### src/rtl/data_bus_arbiter_4_if.sv
// data_bus_arbiter_4_if: core request/ack and memory port bundle for the four-core arbiter
interface data_bus_arbiter_4_if #(
  parameter int ADDR_W = 8,
  parameter int DATA_W = 8
);
  logic [3:0]          req_i;
  logic [3:0]          we_i;
  logic [4*ADDR_W-1:0] addr_i;
  logic [4*DATA_W-1:0] wdata_i;
  logic [3:0]          ack_o;
  logic [DATA_W-1:0]   rdata_o;
  logic                mem_en_o;
  logic                mem_we_o;
  logic [ADDR_W-1:0]   mem_addr_o;
  logic [DATA_W-1:0]   mem_wdata_o;
  logic [DATA_W-1:0]   mem_rdata_i;
  modport master (
    output req_i, we_i, addr_i, wdata_i, mem_rdata_i,
    input  ack_o, rdata_o, mem_en_o, mem_we_o, mem_addr_o, mem_wdata_o
  );
  modport slave (
    input  req_i, we_i, addr_i, wdata_i, mem_rdata_i,
    output ack_o, rdata_o, mem_en_o, mem_we_o, mem_addr_o, mem_wdata_o
  );
endinterface

### src/rtl/data_bus_arbiter_4.sv
// data_bus_arbiter_4: round-robin 4-core arbiter onto one memory port; MEM_WINDOW_EN confines core k to window k
module data_bus_arbiter_4 #(
  parameter int ADDR_W = 8,
  parameter int DATA_W = 8
) (
  input logic clk,
  input logic reset,
  data_bus_arbiter_4_if.slave b
);
  typedef enum logic [1:0] {IDLE, ACCESS, RESP} state_t;
  state_t state, state_n;
  logic [1:0] ptr, ptr_n, g, g_n, pick;
  logic hit;
  logic [3:0] ack, ack_n;
  logic en, en_n, we, we_n;
  logic [ADDR_W-1:0] addr, addr_n, sel_addr;
  logic [DATA_W-1:0] wd, wd_n;
`ifdef MEM_WINDOW_EN
  assign sel_addr = {pick, b.addr_i[pick*ADDR_W +: ADDR_W-2]};
`else
  assign sel_addr = b.addr_i[pick*ADDR_W +: ADDR_W];
`endif
  // first requesting core at or above ptr, wrapping modulo 4
  always_comb begin
    pick = ptr;
    hit = 1'b0;
    for (int i = 0; i < 4; i++)
      if (!hit && b.req_i[ptr + 2'(i)]) begin
        pick = ptr + 2'(i);
        hit = 1'b1;
      end
  end
  // next-state and registered-output values
  always_comb begin
    state_n = state;
    ptr_n = ptr;
    g_n = g;
    ack_n = ack;
    en_n = en;
    we_n = we;
    addr_n = addr;
    wd_n = wd;
    if (state == IDLE && hit) begin
      state_n = ACCESS;
      g_n = pick;
      en_n = 1'b1;
      we_n = b.we_i[pick];
      addr_n = sel_addr;
      wd_n = b.wdata_i[pick*DATA_W +: DATA_W];
    end else if (state == ACCESS) begin
      state_n = RESP;
      en_n = 1'b0;
      we_n = 1'b0;
      ack_n = 4'b0001 << g;
      ptr_n = g + 2'd1;
    end else if (state != IDLE) begin
      state_n = IDLE;
      ack_n = '0;
    end
  end
  // state and output registers
  always_ff @(posedge clk) begin
    if (reset) begin
      state <= IDLE;
      ptr <= '0;
      g <= '0;
      ack <= '0;
      en <= 1'b0;
      we <= 1'b0;
      addr <= '0;
      wd <= '0;
    end else begin
      state <= state_n;
      ptr <= ptr_n;
      g <= g_n;
      ack <= ack_n;
      en <= en_n;
      we <= we_n;
      addr <= addr_n;
      wd <= wd_n;
    end
  end
  assign b.ack_o = ack;
  assign b.rdata_o = |ack ? b.mem_rdata_i : '0;
  assign b.mem_en_o = en;
  assign b.mem_we_o = we;
  assign b.mem_addr_o = addr;
  assign b.mem_wdata_o = wd;
endmodule
### src/flat_wrapper.sv
// flat-port wrapper written by rule: the top's interface ports become plain ports
module data_bus_arbiter_4_flat 
#(
  parameter int ADDR_W = 8,
  parameter int DATA_W = 8
)
  (clk, reset, b_req_i, b_we_i, b_addr_i, b_wdata_i, b_mem_rdata_i, b_ack_o, b_rdata_o, b_mem_en_o, b_mem_we_o, b_mem_addr_o, b_mem_wdata_o);
  data_bus_arbiter_4_if #(.ADDR_W(ADDR_W), .DATA_W(DATA_W)) b_i ();
  input logic clk;
  input logic reset;
  input wire logic [$bits(b_i.req_i)-1:0] b_req_i;
  input wire logic [$bits(b_i.we_i)-1:0] b_we_i;
  input wire logic [$bits(b_i.addr_i)-1:0] b_addr_i;
  input wire logic [$bits(b_i.wdata_i)-1:0] b_wdata_i;
  input wire logic [$bits(b_i.mem_rdata_i)-1:0] b_mem_rdata_i;
  output wire logic [$bits(b_i.ack_o)-1:0] b_ack_o;
  output wire logic [$bits(b_i.rdata_o)-1:0] b_rdata_o;
  output wire logic [$bits(b_i.mem_en_o)-1:0] b_mem_en_o;
  output wire logic [$bits(b_i.mem_we_o)-1:0] b_mem_we_o;
  output wire logic [$bits(b_i.mem_addr_o)-1:0] b_mem_addr_o;
  output wire logic [$bits(b_i.mem_wdata_o)-1:0] b_mem_wdata_o;
  assign b_i.req_i = b_req_i;
  assign b_i.we_i = b_we_i;
  assign b_i.addr_i = b_addr_i;
  assign b_i.wdata_i = b_wdata_i;
  assign b_i.mem_rdata_i = b_mem_rdata_i;
  assign b_ack_o = b_i.ack_o;
  assign b_rdata_o = b_i.rdata_o;
  assign b_mem_en_o = b_i.mem_en_o;
  assign b_mem_we_o = b_i.mem_we_o;
  assign b_mem_addr_o = b_i.mem_addr_o;
  assign b_mem_wdata_o = b_i.mem_wdata_o;
  data_bus_arbiter_4 #(.ADDR_W(ADDR_W), .DATA_W(DATA_W)) u_core (.clk(clk), .reset(reset), .b(b_i));
endmodule
### config.mk
export PLATFORM = sky130hd
export DESIGN_NAME = data_bus_arbiter_4_flat
export DESIGN_NICKNAME = d
export VERILOG_FILES = /design/src/rtl/data_bus_arbiter_4_if.sv /design/src/rtl/data_bus_arbiter_4.sv /design/src/flat_wrapper.sv
export SDC_FILE = /design/constraint.sdc
export NUM_CORES = 1
export LEC_CHECK = 0
export CORE_MARGIN = 2
export CORE_UTILIZATION = 36
export DETAILED_ROUTE_END_ITERATION = 8
export HOLD_SLACK_MARGIN = 0.02
export PLACE_DENSITY = 0.81
export SKIP_CTS_REPAIR_TIMING = 1
export SLEW_MARGIN = 20
export SYNTH_ARGS = -nofsm -noshare
export SYNTH_HDL_FRONTEND = slang
export SYNTH_SLANG_ARGS = --single-unit
### constraint.sdc
create_clock -name clk -period 1.8 [get_ports clk]
set_input_delay 0.27 -clock clk [delete_from_list [all_inputs] [get_ports clk]]
set_output_delay 0.27 -clock clk [all_outputs]
set_load 0.05 [all_outputs]
=== Word level (Yosys, flattened, before mapping) ===
Index checks and enable logic that the tools add are counted.

* Add/subtract/negate cells: 4
* Magnitude comparators: 5
* Eq/ne operators: 1
* Shift operators: 3
* Muxes and demuxes: 26
* Bitwise operators: 1
* Reductions and logical operators: 16

{| class="wikitable"
|+ Operators by type and width
! operator !! number
|-
| $shiftx 32x6->8 || 2
|-
| $lt 2x3->1 const B || 5
|-
| $mux 1 || 13
|-
| $bmux 1 s2 || 5
|-
| $mux 2 || 5
|-
| $mux 4 || 2
|-
| $mux 8 || 1
|-
| $reduce_bool 2->1 || 3
|-
| $add 2x1->2 const B || 2
|-
| $add 2x2->2 const B || 2
|-
| $logic_and 1x1->1 || 4
|-
| $reduce_and 2->1 || 2
|-
| $reduce_or 4->1 || 1
|-
| $shl 1x2->4 const A || 1
|-
| $logic_not 1->1 || 3
|-
| $reduce_bool 3->1 || 1
|-
| $eq 2x1->1 const B || 1
|-
| $logic_not 2->1 || 1
|-
| $reduce_or 2->1 || 1
|-
| $not 1->1 || 1
|}

* Bits in registers: 28
* Bits of input ports: 82
* Output and inout bits: 30
* Logic and storage cells: 65

=== Logic depth before layout (Yosys ltp) ===
* Word-level depth: 15
* Depth in mapped cells: 7
* Depth with buffers taken out: 5

=== Worst setup path after synthesis ===
Ideal clock, no wire load.

* Path type: reg2out
* Start point: register u_core.ack[3] (netlist: u_core.b.ack_o[3])
* End point: output b_rdata_o[0]
* Arrival time: 1.675 ns
* Data required time: 1.530 ns
* Slack: -0.145 ns
* Stages on the path, launching flop included: 3
* Path buffers: 0
* Cell sequence: dfxtp_1 > nor4_1 > nor2b_1

* Longest elaborated chain between the ends: 2

{| class="wikitable"
|+ RTL lines
! item !! line !! RTL
|-
| start: declaration || data_bus_arbiter_4.sv:14 || <nowiki>logic [3:0] ack, ack_n;</nowiki>
|-
| start signal: assignment || data_bus_arbiter_4.sv:76 || <nowiki>ack <= ack_n;</nowiki>
|-
| $reduce_or 4->1 || data_bus_arbiter_4.sv:84 || <nowiki>assign b.rdata_o = |ack ? b.mem_rdata_i : '0;</nowiki>
|-
| $mux 8 || data_bus_arbiter_4.sv:84 ||
|-
| end: declaration || flat_wrapper.sv:17 || <nowiki>output wire logic [$bits(b_i.rdata_o)-1:0] b_rdata_o;</nowiki>
|}

Every way passes these cells.

=== Worst setup path in the final report ===
* Start point: input b_req_i[1]
* End point: register u_core.wd[6] (netlist: u_core.b.mem_wdata_o[6])

* Longest elaborated chain between the ends: 13
* Elaborated cells on any way between the ends: 23

{| class="wikitable"
|+ RTL lines
! item !! line !! RTL
|-
| start: declaration || flat_wrapper.sv:11 || <nowiki>input wire logic [$bits(b_i.req_i)-1:0] b_req_i;</nowiki>
|-
| $bmux 1 s2 || data_bus_arbiter_4.sv:28 || <nowiki>if (!hit && b.req_i[ptr + 2'(i)]) begin</nowiki>
|-
| $mux 1 (not written as such) || data_bus_arbiter_4.sv:28 ||
|-
| $mux 1 || data_bus_arbiter_4.sv:28 ||
|-
| $logic_not 1->1 || data_bus_arbiter_4.sv:28 ||
|-
| $logic_and 1x1->1 || data_bus_arbiter_4.sv:28 ||
|-
| $mux 1 || data_bus_arbiter_4.sv:28 ||
|-
| $logic_not 1->1 || data_bus_arbiter_4.sv:28 ||
|-
| $logic_and 1x1->1 || data_bus_arbiter_4.sv:28 ||
|-
| $mux 1 || data_bus_arbiter_4.sv:28 ||
|-
| $logic_not 1->1 || data_bus_arbiter_4.sv:28 ||
|-
| $logic_and 1x1->1 || data_bus_arbiter_4.sv:28 ||
|-
| $mux 2 / $mux 1 (equally long branches) || data_bus_arbiter_4.sv:28 ||
|-
| $shiftx 32x6->8 / $logic_and 1x1->1 (equally long branches) || data_bus_arbiter_4.sv:49, data_bus_arbiter_4.sv:43 ||
|-
| end signal: assignment || data_bus_arbiter_4.sv:80 || <nowiki>wd <= wd_n;</nowiki>
|-
| end: declaration || data_bus_arbiter_4.sv:17 || <nowiki>logic [DATA_W-1:0] wd, wd_n;</nowiki>
|}

Parallel ways exist; a longest one is shown, timed or not. The select of a mux whose other input is x is not followed.
A chain may end at the register's enable or synchronous reset.

==> results.ini <==
[clock_network]
cts_tree=yes
cts_buffer_depth=2
clk_latency_ns=0.28
clkSinkCount=28
root_buffer=clkbuf_8
clk_pin_slew_ns=0.10
cts_buffers=3
h-tree-depth=1

[critical_path]
critPathArrivalTime_ns=1.92
r2r_end=u_core.b.mem_wdata_o[6]
r2r_start=u_core.ptr[1]
cp-start-kind=input pin
cp.required_ns=1.96
rrSetupSlack_ns=0.04
cp_max_fo=9
r2r_cells=6
end_kind=register
critPathKind=in -> reg

[synth]
synth-seq-cells=28
yosys_warnings=0
synth_edf_count=0
netlist_top_cells_area=dfxtp_1 (34%), mux2i_1 (23%), o221ai_2 (9.0%), nand2_1 (5.2%), o221ai_1 (3.7%)
synthDistinctLibCells=31
yosysTopAreaCell=dfxtp_1
syn-num-nets=253
syn_avg_cell_area_sq_um=9.99
yosys.area.top_type_share_pct=33.6
syn_inst=167
synthesis.area_sq_um=1670
synth_ff_type=dfxtp_1
seq_area_frac_synth_pct=33.6
synth_async_sr_flop_share_pct=0

[worst_hold_path]
holdPathStages=2
hold_class=reg -> reg
min_to=u_core.b.mem_wdata_o[5]
hp-start=u_core.b.mem_wdata_o[5]

[floorplan]
coreArea_sq_um=4410
initial_utilization_pct=37.8
dieHeight_um=72.1
rows=24
dieArea_sq_um=5190
die_w_um=72.1
io_pins=112

[power]
share_seq_of_total_power_pct=31.7
p_leak_nw=1.26
power.density_nw_per_um2=767
internal_power_mw=1.53
switching_share_pct=35.3
clock_power_share_pct=21.7
power_frac_comb_pct=46.6
peakVddDrop_uv=408
power_mw=2.36
switchingPower_mw=0.832

[global_route]
grt_max_degree=36
grt_pass1_wl_mm=7.78
antenna_found_initial=0
grt_overflow=0
first_global_vias=1725
globalRouteTotalUtil_pct=18.5

[placed_design]
post-place-ws_ns=-0.453
placed_area_sq_um=2890
gp_congestion=0.761
dp.cells=335
hpwl_mm=3.83
io_buffers=111

[sta]
fin_crit_ns=1.76
slew_viol_final=0
skew_ns=0.00444
period_share_pct=98.0
worst_pin_slew_ns=0.516
setup_viol=0
finalWorstSetupSlack_ns=0.0362
hold_violations=0
relSlewSlack_pct=65.5
timing.fmax_mhz=567

[layout]
final_cell_mix=clkdlybuf4s50_1 (93), mux2i_1 (37), dfxtp_1 (28), buf_4 (27), nand2_1 (23)
finalNonFillerCells=343
diodes=0
drive_gt1_share_pct=19.6
layout_commonest_cell=clkdlybuf4s50_1
fin_nets=378
area_delta_synth_final_pct=84.3
postLayoutCellArea_sq_um=3070

[outcome]
status=finished, final reports clean

[drt]
drc=0
antenna_left=0
wl_per_cell_um=15.5
viasPerCell=5.10
drt_pass1_iterations=5
wl_mm=5.31
vias=1748
drt_iter0_markers=80

[job]
drv_cap=0

worst max path at each step:
stage,start,endpoint,slack (ns),cells after the start
after floorplan,u_core.b.ack_o[3],b_rdata_o[0],-0.02,2
after global placement,b_req_i[3],u_core.b.mem_wdata_o[7],-0.38,7
after detailed placement,b_req_i[3],u_core.b.mem_wdata_o[7],-0.45,7
after CTS,b_req_i[3],u_core.b.mem_wdata_o[7],-0.15,7
after global routing,b_req_i[1],u_core.b.mem_wdata_o[4],-0.04,7
final,b_req_i[1],u_core.b.mem_wdata_o[6],0.04,7
power groups by stage:
stage,Clock (mW),Combinational [mW],Sequential (mW)
final,0.511,1.10,0.747
after global routing,0.548,1.16,0.757
after CTS,0.521,1.03,0.746
after detailed placement,0,1.03,0.759
after global placement,0,1.02,0.760
after floorplan,0,0.418,0.962
per-layer routing:
layer	GRT usage, %	vias to the layer above	share of wire, %
met5	0	-	0
met2	33.2	69	50
met4	3.77	0	0.81
met3	3.06	6	6.6
li1	-	867	-
met1	23.2	806	43
kinds of logic after synthesis:
logic type      synth area share, %
compound gates                 19.1
simple gates                   14.0
buf+inv                        7.43
fa+ha+maj                      3.00
mux                            22.8
flops                          33.6
critical path: stages:
cell,delay [ns]
clkdlybuf4s50_1,0.50
o22ai_1,0.13
a221oi_4,0.35
buf_12,0.16
clkbuf_16,0.16
mux2i_1,0.21
o221ai_1,0.14
Yosys cell counts, types with 3 or more instances:
cell and number:
inv_1 4, clkbuf_1 4, ha_1 4, dfxtp_1 28
a21oi_1 6, o221ai_2 10, nand2b_1 3, o221ai_1 7
nor2_1 4, nor3_1 4, nor2b_1 9, nand2_1 23
mux2i_1 38
metrics by stage:
step                hold WS (ns)  util (%)  setup TNS [ns]
detailed placement         0.454      65.4           -6.89
finish                     0.472      69.6               0
floorplan                  0.355         -          -0.195
CTS                        0.478      67.1           -1.37
global route               0.502      69.6          -0.336
global placement           0.442      65.4           -6.07
flip-flops by register name (all words and copies together) (netlist names):
signal                flops
u_core.g                  2
u_core.b.mem_en_o         1
u_core.b.mem_wdata_o      8
u_core.ptr                2
u_core.b.ack_o            4
u_core.b.mem_we_o         1
u_core.state              2
u_core.b.mem_addr_o       8
area by class of cell:
type,count,area (sq um)
Clock buffer,3,41.3
Clock inverter,1,30.0
Fill cell,370,1340
Inverter,5,18.8
Multi-Input combinational cell,123,1030
Sequential cell,28,561
Tap cell,52,65.1
Timing Repair Buffer,131,1330
(Power assumes the default switching activity.)
